==> src/rtl/id_stage_ctrl_pkg.sv <==
// -----------------------------------------------------------------------------
// id_stage_ctrl_pkg
// Shared constants for the instruction-decode stage controller and its
// instruction FIFO: instruction width, PC width, default FIFO depth and the
// default stall performance counter width.
// -----------------------------------------------------------------------------
package id_stage_ctrl_pkg;

    localparam int DEF_INSN_LEN = 32;
    localparam int DEF_ADDR_LEN = 32;
    localparam int DEF_DEPTH    = 2;
    localparam int DEF_CNT_W    = 16;

endpackage

==> src/rtl/id_inst_fifo.sv <==
// -----------------------------------------------------------------------------
// id_inst_fifo
// Parameterised synchronous FIFO holding fetched instruction entries in front
// of the decoder. No bypass: a pushed entry becomes visible at head_o only
// after the write edge.
//
// Ports:
//   clk_i    in   clock, rising edge
//   reset_i  in   synchronous reset, active-high (pointers and count to 0)
//   flush_i  in   synchronous flush, same effect as reset
//   push_i   in   write wdata_i at the tail (ignored when full)
//   pop_i    in   retire the head entry (ignored when empty)
//   wdata_i  in   entry to write
//   head_o   out  entry at the read pointer (meaningful only when not empty)
//   count_o  out  number of stored entries
//   full_o   out  count == DEPTH
//   empty_o  out  count == 0
// -----------------------------------------------------------------------------
module id_inst_fifo #(
    parameter int DEPTH = 2,
    parameter int WIDTH = 65
) (
    input  logic                     clk_i,
    input  logic                     reset_i,
    input  logic                     flush_i,
    input  logic                     push_i,
    input  logic                     pop_i,
    input  logic [WIDTH-1:0]         wdata_i,
    output logic [WIDTH-1:0]         head_o,
    output logic [$clog2(DEPTH):0]   count_o,
    output logic                     full_o,
    output logic                     empty_o
);

    localparam int          PW       = $clog2(DEPTH);
    localparam logic [PW:0] FULL_CNT = (PW + 1)'(DEPTH);

    logic [WIDTH-1:0] r_mem [DEPTH];
    logic [PW-1:0]    r_wr_ptr;
    logic [PW-1:0]    r_rd_ptr;
    logic [PW:0]      r_count;
    logic             w_push;
    logic             w_pop;

    assign full_o  = (r_count == FULL_CNT);
    assign empty_o = (r_count == '0);
    assign w_push  = push_i & ~full_o;
    assign w_pop   = pop_i & ~empty_o;
    assign head_o  = r_mem[r_rd_ptr];
    assign count_o = r_count;

    // Pointers wrap naturally because DEPTH is a power of two.
    always_ff @(posedge clk_i) begin
        if (reset_i || flush_i) begin
            r_wr_ptr <= '0;
            r_rd_ptr <= '0;
            r_count  <= '0;
        end else begin
            if (w_push) r_wr_ptr <= r_wr_ptr + 1'b1;
            if (w_pop)  r_rd_ptr <= r_rd_ptr + 1'b1;
            case ({w_push, w_pop})
                2'b10:   r_count <= r_count + 1'b1;
                2'b01:   r_count <= r_count - 1'b1;
                default: r_count <= r_count;
            endcase
        end
    end

    // Storage is not reset; every consumer of head_o gates it with count.
    always_ff @(posedge clk_i) begin
        if (w_push) r_mem[r_wr_ptr] <= wdata_i;
    end

endmodule

==> src/rtl/id_stage_ctrl.sv <==
// -----------------------------------------------------------------------------
// id_stage_ctrl
// Sequencing controller for the instruction-decode stage. Buffers fetched
// instructions in id_inst_fifo, presents the FIFO head to the decoder, drives
// the ID pipeline register load/clear, and tracks valid, invalid-slot and PC
// of the instruction held in the ID register. Counts stalled-valid cycles.
//
// Ports:
//   clk_i, reset_i     clock; synchronous active-high reset
//   if_valid_i/if_inst_i/if_pc_i/if_inv_i   fetch offer
//   if_ready_o         offer accepted when if_valid_i & if_ready_o & ~kill_i
//   kill_i             flush FIFO and ID register (branch recovery)
//   stall_dp_i         dispatch stall: ID register holds
//   dec_inst_o         FIFO head to the decoder, 0 when empty
//   id_load_o          ID register load enable
//   id_clear_o         ID register clear (reset_i | kill_i)
//   id_valid_o/id_inv_o/id_pc_o   state of the ID-register instruction
//   occupancy_o        FIFO entry count
//   stall_cnt_o        saturating count of stalled-valid cycles
//
// Fetch handshake: an instruction transfers on a rising edge where
// if_valid_i & if_ready_o & ~kill_i. if_ready_o depends only on registered
// FIFO count and reset_i, so it never combinationally follows stall or kill.
// -----------------------------------------------------------------------------
module id_stage_ctrl
    import id_stage_ctrl_pkg::*;
#(
    parameter int DEPTH    = DEF_DEPTH,
    parameter int INSN_LEN = DEF_INSN_LEN,
    parameter int ADDR_LEN = DEF_ADDR_LEN,
    parameter int CNT_W    = DEF_CNT_W
) (
    input  logic                     clk_i,
    input  logic                     reset_i,
    input  logic                     if_valid_i,
    input  logic [INSN_LEN-1:0]      if_inst_i,
    input  logic [ADDR_LEN-1:0]      if_pc_i,
    input  logic                     if_inv_i,
    output logic                     if_ready_o,
    input  logic                     kill_i,
    input  logic                     stall_dp_i,
    output logic [INSN_LEN-1:0]      dec_inst_o,
    output logic                     id_load_o,
    output logic                     id_clear_o,
    output logic                     id_valid_o,
    output logic                     id_inv_o,
    output logic [ADDR_LEN-1:0]      id_pc_o,
    output logic [$clog2(DEPTH):0]   occupancy_o,
    output logic [CNT_W-1:0]         stall_cnt_o
);

    localparam int EW = 1 + ADDR_LEN + INSN_LEN;

    logic [EW-1:0]        w_wdata;
    logic [EW-1:0]        w_head;
    logic                 w_head_inv;
    logic [ADDR_LEN-1:0]  w_head_pc;
    logic [INSN_LEN-1:0]  w_head_inst;
    logic                 w_full;
    logic                 w_empty;
    logic                 w_nonempty;
    logic                 w_push;
    logic                 w_pop;

    logic                 r_id_valid;
    logic                 r_id_inv;
    logic [ADDR_LEN-1:0]  r_id_pc;
    logic [CNT_W-1:0]     r_stall_cnt;

    assign w_wdata = {if_inv_i, if_pc_i, if_inst_i};
    assign {w_head_inv, w_head_pc, w_head_inst} = w_head;
    assign w_nonempty = ~w_empty;

    // At full, ready stays low even if a pop happens this cycle.
    assign if_ready_o = ~w_full & ~reset_i;
    assign w_push     = if_valid_i & if_ready_o & ~kill_i;
    assign id_load_o  = ~stall_dp_i & ~kill_i & ~reset_i;
    assign id_clear_o = reset_i | kill_i;
    assign w_pop      = id_load_o & w_nonempty;
    assign dec_inst_o = w_nonempty ? w_head_inst : '0;

    id_inst_fifo #(
        .DEPTH (DEPTH),
        .WIDTH (EW)
    ) u_fifo (
        .clk_i   (clk_i),
        .reset_i (reset_i),
        .flush_i (kill_i),
        .push_i  (w_push),
        .pop_i   (w_pop),
        .wdata_i (w_wdata),
        .head_o  (w_head),
        .count_o (occupancy_o),
        .full_o  (w_full),
        .empty_o (w_empty)
    );

    always_ff @(posedge clk_i) begin
        if (reset_i) begin
            r_id_valid  <= 1'b0;
            r_id_inv    <= 1'b0;
            r_id_pc     <= '0;
            r_stall_cnt <= '0;
        end else if (kill_i) begin
            // PC is left as-is; it is meaningless while valid is low.
            r_id_valid <= 1'b0;
            r_id_inv   <= 1'b0;
        end else begin
            if (stall_dp_i && r_id_valid && !(&r_stall_cnt)) begin
                r_stall_cnt <= r_stall_cnt + 1'b1;
            end
            if (id_load_o) begin
                // Loading from an empty FIFO inserts a bubble.
                r_id_valid <= w_nonempty;
                r_id_inv   <= w_head_inv & w_nonempty;
                if (w_nonempty) r_id_pc <= w_head_pc;
            end
        end
    end

    assign id_valid_o  = r_id_valid;
    assign id_inv_o    = r_id_inv;
    assign id_pc_o     = r_id_pc;
    assign stall_cnt_o = r_stall_cnt;

endmodule

==> config.mk <==
export PLATFORM = sky130hd
export DESIGN_NAME = id_stage_ctrl
export DESIGN_NICKNAME = d
export VERILOG_FILES = /design/src/rtl/id_stage_ctrl_pkg.sv /design/src/rtl/id_inst_fifo.sv /design/src/rtl/id_stage_ctrl.sv
export SDC_FILE = /design/constraint.sdc
export NUM_CORES = 1
export LEC_CHECK = 0
export BUFFER_PORTS_ARGS = -buffer_cell sky130_fd_sc_hd__buf_2
export CORE_AREA = 2 2 122 124
export CTS_BUF_LIST = sky130_fd_sc_hd__clkbuf_2 sky130_fd_sc_hd__clkbuf_4 sky130_fd_sc_hd__clkbuf_8
export CTS_CLUSTER_SIZE = 14
export DETAILED_ROUTE_END_ITERATION = 16
export DIE_AREA = 0 0 124 126
export GPL_ROUTABILITY_DRIVEN = 0
export PLACE_DENSITY_LB_ADDON = 0.3
export SKIP_CTS_REPAIR_TIMING = 1
export SLEW_MARGIN = 5
export SYNTH_ARGS = -nofsm -noshare
export SYNTH_HDL_FRONTEND = slang
export SYNTH_SLANG_ARGS = --single-unit
==> constraint.sdc <==
create_clock -name clk_i -period 7.1 [get_ports clk_i]
set_input_delay 1.775 -clock clk_i [delete_from_list [all_inputs] [get_ports clk_i]]
set_output_delay 1.775 -clock clk_i [all_outputs]
set_load 0.03 [all_outputs]
# == Yosys cells after proc, flatten, opt, wreduce, memory -nomap -nowiden ==
# Memories as Yosys holds them, arrays and structs flattened. A register that Yosys moved wholly into a read port is not among the register bits.
# Cells that the tools add are included.
# classes
add_sub_neg,5
eq_ne,3
mux,6
n_bitwise,15
reduce_logical,10
# op_table
op,n
32-bit two-way mux,1
16-bit by 1-bit adder with 16-bit output (second input constant),1
16-bit AND reduction,1
1-bit bitwise AND,9
1-bit inverter,5
2-bit equality test (second input constant),2
1-bit two-way mux,4
2-bit case mux with 2 select lines,1
3-bit AND reduction,1
1-bit adder (second input constant),2
2-bit by 1-bit adder with 2-bit output (second input constant),1
2-bit by 1-bit equality test with 1-bit output (second input constant),1
1-bit logical AND,2
2-bit zero test,1
2-bit AND reduction,1
2-bit nonzero test,1
2-bit OR reduction,1
2-bit by 1-bit subtractor with 2-bit output (second input constant),1
1-bit zero test,1
1-bit logical OR,1
1-bit OR,1
# totals
register_bits,54
ram_bits,130
input_bits,70
word_cells,47
mem_count,1
# mem_list
name,depth,word_bits,read_ports,rd_clocked_by_memory_dff,write_ports,line_no,source
u_fifo.r_mem,2,65,1,1,1,id_inst_fifo.sv:38,logic [WIDTH-1:0] r_mem [DEPTH];

# == Longest topological paths before layout ==
# Gate-level depths: netlist of run 1.
# logic_depth
word_depth,8
depth_mapped,9

# == Hierarchy ==
# From an unflattened synthesis of run 1, not the netlist that was laid out.
# hier_totals
cells_unflattened,525
hier_area_um2,7159.4
# modules_own_cells
module,n_inst,cells_each,area_each_um2,seq_area_each_um2
id_inst_fifo,1,229,4901.0,4003.8
id_stage_ctrl,1,296,2258.4,1001.0

# == Worst setup path after synthesis of run 1 ==
# No wires, ideal clock.
# synth_timing
kind,input port to flip-flop
startpoint,input port reset_i
endpoint,"memory u_fifo.r_mem[0][0], enable pin"
arrival_ps,4839
required_ps,6611
slack_ps,1772
stages,3
path_buffers,0
path_cell_list,nor2_1 -> nand3_1 -> nor2_1
# synth_via
elab_chain_len,7
# synth_rtl
element,line_no,source
"start, declared",id_stage_ctrl.sv:34,"input logic reset_i,"
1-bit inverter,id_stage_ctrl.sv:75,assign if_ready_o = ~w_full & ~reset_i;
1-bit bitwise AND,id_stage_ctrl.sv:75,
1-bit bitwise AND (2 in series),id_stage_ctrl.sv:76,assign w_push = if_valid_i & if_ready_o & ~kill_i;
1-bit bitwise AND,id_inst_fifo.sv:47,assign w_push = push_i & ~full_o;
1-bit two-way mux,id_inst_fifo.sv:71,if (w_push) r_mem[r_wr_ptr] <= wdata_i;
1-bit two-way mux (not written as such),id_inst_fifo.sv:71,
"end, declared",id_inst_fifo.sv:38,
# No other way between the ends.

# == Final worst setup path of run 1 ==
# layout_timing
startpoint,input port reset_i
endpoint,output port id_load_o
# layout_via
elab_chain_len,2
# layout_rtl
element,line_no,source
1-bit inverter,id_stage_ctrl.sv:77,assign id_load_o = ~stall_dp_i & ~kill_i & ~reset_i;
1-bit bitwise AND,id_stage_ctrl.sv:77,
"end, declared",id_stage_ctrl.sv:43,"output logic id_load_o,"
# No other way between the ends.

==> results.toml, run 1 <==
[routing]
remaining_drc_errors = 0
vias = 4269
viasPerCell = 5.13
ant_nets = 0
drt_iter0_markers = 180
wl_per_cell_um = 15.8
wirelength_um = 13100
firstDrtPassIters = 4

[synthesis]
synthTopCellsByArea = "edfxtp_1, dfxtp_1, mux2i_1"
yosysTopAreaCell = "edfxtp_1"
ys_ff_latch = 185
syn-num-nets = 550
synth-edff-count = 130
syn_area_um2 = 6930
syn_area_per_cell_um2 = 14.5
ys_types = 41
synth-main-ff-cell = "edfxtp_1"
ys_seq_area_share_pct = 72.2
yosysMostFrequentCell = "edfxtp_1"
synth_common_cells = "edfxtp_1, nor2_1, mux2i_1, dfxtp_1, a211oi_1"
yosys.area.top_type_share_pct = 56.3
synthCells = 478
ys_async_sr_fraction_pct = 0
yosysWarnings = 0

[place]
placed_cells = 800
dp_hpwl_um = 8760
placed_area_um2 = 7920
port_buffers = 156
dp_slack_ns = 2.34

[final_layout]
layout-drive-gt1-share_pct = 31.8
final_nets = 707
fin_util_pct = 58.0
syn_to_final_growth_pct = 19.7
final_cells = 832
fillers = 1214
stdcell_area_um2 = 8300
num_antenna_cells = 0

[clock_network]
cts_root_buffer = "clkbuf_8"
cts_buffer_depth = 2
htreeDepth = 4
tritoncts = "built"
clkTransAtPathRegs_ns = 0.09
clock_latency_ns = 0.45
clock_sinks = 185
cts_buffers = 17

[global_route]
grt_max_degree = 67
grt.total_usage_pct = 17.6
grt_pass1_vias = 4216
grt_use_met2_pct = 27.7
grt_pass1_wl_um = 20600
grt_overflow = 0
grt_antenna_before_repair = 1
grt_use_met3_pct = 6.16
met1_usage_pct = 21.6
busiest_layer = "met2"

[power]
p_int_mw = 1.51
power_density_nw_per_um2 = 229
pwr-share-seq_pct = 61.6
p_switching_mw = 0.397
vdd.ir_drop.worst_v = 0.000166
power_mw = 1.90
p_leak_nw = 2.99
p_sw_share_pct = 20.9
pwr-share-clk_pct = 34.8
pwr-share-comb_pct = 3.6

[critical_path]
timing.rr.start = "u_fifo.count_o[0]$_SDFFE_PP0P_"
r2r_setup_slack_ns = 4.44
critPathKind = "input port to output port"
rr_endpoint = "u_fifo.r_mem[0][21]$_DFFE_PP_"
cp.arrival_ns = 2.95
endpoint_kind = "output port"
critPathMaxFanout = 57
ff2ff_path_depth = 4
startpoint_type = "input port"
cp_data_required_time_ns = 5.33

[timing]
slew_headroom_pct = 29.4
fin_crit_ns = 4.72
setup_tns_ns = 0
rsz0062_at_grt = "no"
worstMarginPinSlew_ns = 1.06
clock_skew_ns = 0.0118
setup_viol = 0
slew_viol_final = 0
fin_ws_ns = 2.38
hold_viol = 0
max_freq_mhz = 212
hold_ws_ns = 0.487
period_share_pct = 66.5

[floorplan]
initial_core_util_pct = 48.4
dieWidth_um = 124
num_rows = 44
dieArea_um2 = 15600
core_area_um2 = 14300
die_y_um = 126
ios = 157

[min_path]
hp-class = "flop to flop"
hold_end = "id_valid_o$_SDFFE_PP0N_"
hold_start = "id_valid_o$_SDFFE_PP0N_"
hold_path_depth = 2

[outcome]
outcome = "complete, no violations"

[flow_run]
drv_cap = 0
critical path, cell delays in order:
cell    delay, ns
buf_2        0.08
buf_4        0.49
nor2_1       0.16
inv_2        0.20
nor2_1       0.07
buf_2        0.18
per-layer routing:
metal  wire length, um  vias to the layer above
met5                13                        -
met4               285                        2
met3              1030                       27
met2              6340                      156
met1              5470                     1989
li1                  -                     2095
flip-flops by register name (all words and copies together) (netlist names), named ones only:
name / cells
id_valid_o: 1
stall_cnt_o: 16
u_fifo.count_o: 2
id_pc_o: 32
u_fifo.r_wr_ptr: 1
u_fifo.r_rd_ptr: 1
id_inv_o: 1
u_fifo.r_mem: 130
power by group through the flow:
stage | logic, mW | clock network [mW] | registers, mW
CTS | 0.0705 | 0.686 | 1.17
global placement | 0.0677 | 0 | 1.20
floorplan | 0.0301 | 0 | 1.20
detailed placement | 0.0702 | 0 | 1.20
global route | 0.0766 | 0.728 | 1.17
finish | 0.0694 | 0.662 | 1.17
kinds of logic after synthesis:
group / share of synthesized area [%]
AOI/OAI and AO/OA: 6.26
muxes: 10.4
adders and majority gates: 0.361
xor gates and xnor gates: 0.505
buffers and inverters: 1.79
DFF: 72.2
and+or+nand+nor: 8.55
layout by cell type, fill, tap and decap left out, types with 3 or more instances in the layout:
master	n
clkbuf_8	19
buf_4	6
or3_1	8
or4_1	3
xnor2_1	3
mux2i_1	65
a211oi_1	34
inv_1	7
o31ai_1	3
o21ai_1	3
nor2_1	80
nor2b_1	6
nand2_1	5
edfxtp_1	130
a21oi_1	10
nand3_1	4
mux2_1	6
clkbuf_4	4
dfxtp_1	54
buf_2	156
worst max path at each step:
stage,cells past startpoint,slack (ns),endpoint,startpoint
2_1_floorplan,3,1.77,u_fifo.r_mem[0][0]$_DFFE_PP_,reset_i
3_3_place_gp,6,2.39,id_load_o,reset_i
3_5_place_dp,6,2.34,id_load_o,reset_i
4_1_cts,6,2.35,id_load_o,reset_i
5_1_grt,6,2.23,id_load_o,reset_i
6_report,6,2.38,id_load_o,reset_i
cell type report:
class | instances | area [um^2] | area share [%]
timing repair buffer | 162 | 826 | 9.95
sequential | 185 | 5010 | 60.3
clock inverter | 9 | 88.8 | 1.07
clock buffer | 23 | 292 | 3.51
multi-input combinational | 261 | 1830 | 22.0
tap | 184 | 230 | 2.77
inverter | 8 | 30.0 | 0.362
(Power assumes the default switching activity.)
==> inputs of run 2 (changes only) <==
==> constraint.sdc (replaced) <==
create_clock -name clk_i -period 4 [get_ports clk_i]
set_input_delay 1 -clock clk_i [delete_from_list [all_inputs] [get_ports clk_i]]
set_output_delay 1 -clock clk_i [all_outputs]
set_load 0.03 [all_outputs]
==> results.toml, run 2 (synthesis gave the netlist of run 1 again) <==
[outcome]
outcome = "complete, no violations"

[power]
power_mw = 3.43
vdd.ir_drop.worst_v = 0.000230
p_switching_mw = 0.706
pwr-share-comb_pct = 3.6
power_density_nw_per_um2 = 412
p_int_mw = 2.73
p_sw_share_pct = 20.6
pwr-share-clk_pct = 35.9
p_leak_nw = 3.00
pwr-share-seq_pct = 60.5

[critical_path]
crit_top_cell = "buf_2"
endpoint_kind = "output port"
critPathMaxFanout = 56
cpLargestDelayFamily = "buffers and inverters"
critPathKind = "input port to output port"
cp_data_required_time_ns = 3.00
startpoint_type = "input port"
cp.arrival_ns = 1.89
cpMaxStageDelayCell = "buf_4"
path_buf_inv = 3
path_cells = "buf_2 > buf_4 > nor2b_1 > buf_2"
slowest_delay_ns = 0.50

[global_route]
grt.total_usage_pct = 17.6
grt_max_degree = 66
grt_use_met3_pct = 6.07
grt_pass1_wl_um = 20700
grt_pass1_vias = 4214
grt_overflow = 0
grt_antenna_before_repair = 2
busiest_layer = "met2"
grt_use_met2_pct = 28.1
met1_usage_pct = 21.8

[final_layout]
syn_to_final_growth_pct = 20.3
stdcell_area_um2 = 8340
layout_commonest_cell = "buf_2"
final_nets = 707
most-common-layout-cells = "buf_2, edfxtp_1, nor2_1"
top_register = "u_fifo.r_mem"
fin_util_pct = 58.3
largest_register_ffs = 130
layout-drive-gt1-share_pct = 31.8
fillers = 1173

[routing]
firstDrtPassIters = 4
drt_iter0_markers = 221
viasPerCell = 5.12
vias = 4266
ant_nets = 0
wl_per_cell_um = 15.6
remaining_drc_errors = 0
wirelength_um = 13000

[timing]
hold_viol = 0
setup_viol = 0
slew_headroom_pct = 41.5
clock_skew_ns = 0.0130
worstMarginPinSlew_ns = 0.877
max_freq_mhz = 346
fin_crit_ns = 2.89
rsz0062_at_grt = "no"
period_share_pct = 72.2
slew_viol_final = 0

[floorplan]
dieArea_um2 = 15600
die_y_um = 126
dieWidth_um = 124
ios = 157
num_rows = 44
core_area_um2 = 14300
initial_core_util_pct = 48.4

[flow_run]
drv_cap = 0

[place]
dp_hpwl_um = 8360
port_buffers = 156
placed_area_um2 = 7940

[clock_network]
cts_buffers = 17
clkTransAtPathRegs_ns = 0.09
cts_root_buffer = "clkbuf_8"
tritoncts = "built"
clock_sinks = 185
htreeDepth = 4
clock_latency_ns = 0.45
cts_buffer_depth = 2

[min_path]
hp-class = "flop to flop"
run 2: cell types whose count changed in the layout (fill, tap and decap cells not counted), sizes merged:
cell | previous run | this run
clkinv | 3 | 6
inv | 11 | 9
bufinv | 1 | 2
clkbuf | 23 | 22
clkinvlp | 2 | 1
diode | 0 | 1
run 2: cell type report:
cell class	instances	area (um^2)	area share (%)
well taps	184	230	2.76
inverters	8	30.0	0.360
clock buffers	22	284	3.41
diodes	1	2.50	0.0300
repair buffers	162	838	10.1
clock inverters	10	118	1.41
flip-flops and latches	185	5010	60.1
multi-input cells	261	1830	21.9
run 2: worst paths after layout:
| path | startpoint | end | slack, ns | cells past startpoint |
|---|---|---|---|---|
| worst max-delay path | reset_i | if_ready_o | 1.11 | 4 |
| worst min-delay path | id_pc_o[26]$_SDFFE_PP0P_ | id_pc_o[26]$_SDFFE_PP0P_ | 0.50 | 2 |
| worst max register to register | stall_cnt_o[0]$_SDFFE_PP0P_ | stall_cnt_o[14]$_SDFFE_PP0P_ | 1.74 | 5 |
| worst min register to register | id_pc_o[26]$_SDFFE_PP0P_ | id_pc_o[26]$_SDFFE_PP0P_ | 0.50 | 2 |
run 2: worst reg2reg max path, delay by kind of cell (launching register included):
family	cells	cell delay (ns)
simple gates	3	1.01
flops	1	0.40
mux	1	0.36
fa+ha+maj	1	0.39
run 2: power by group through the flow:
stage / combinational [mW] / sequential (mW) / clock [mW]
floorplan: 0.0535 / 2.13 / 0
global placement: 0.120 / 2.12 / 0
detailed placement: 0.125 / 2.12 / 0
CTS: 0.126 / 2.08 / 1.26
global route: 0.136 / 2.08 / 1.34
finish: 0.124 / 2.08 / 1.23
run 2: metrics by stage:
stage          hold slack (ns)  setup slack, ns  cells  TNS, ns
3_3_place_gp             0.471             1.11    800        0
2_1_floorplan            0.481           -0.553    478   -71.83
6_report                 0.498             1.11    833        0
5_1_grt                  0.515             1.01    833        0
4_1_cts                  0.498             1.11    832        0
3_5_place_dp             0.486             1.09    800        0
run 2: metal layers:
metal | wire (um) | up-vias
li1 | - | 2102
met1 | 5370 | 1995
met2 | 6360 | 147
met3 | 1020 | 22
met4 | 283 | 0
met5 | 0 | -
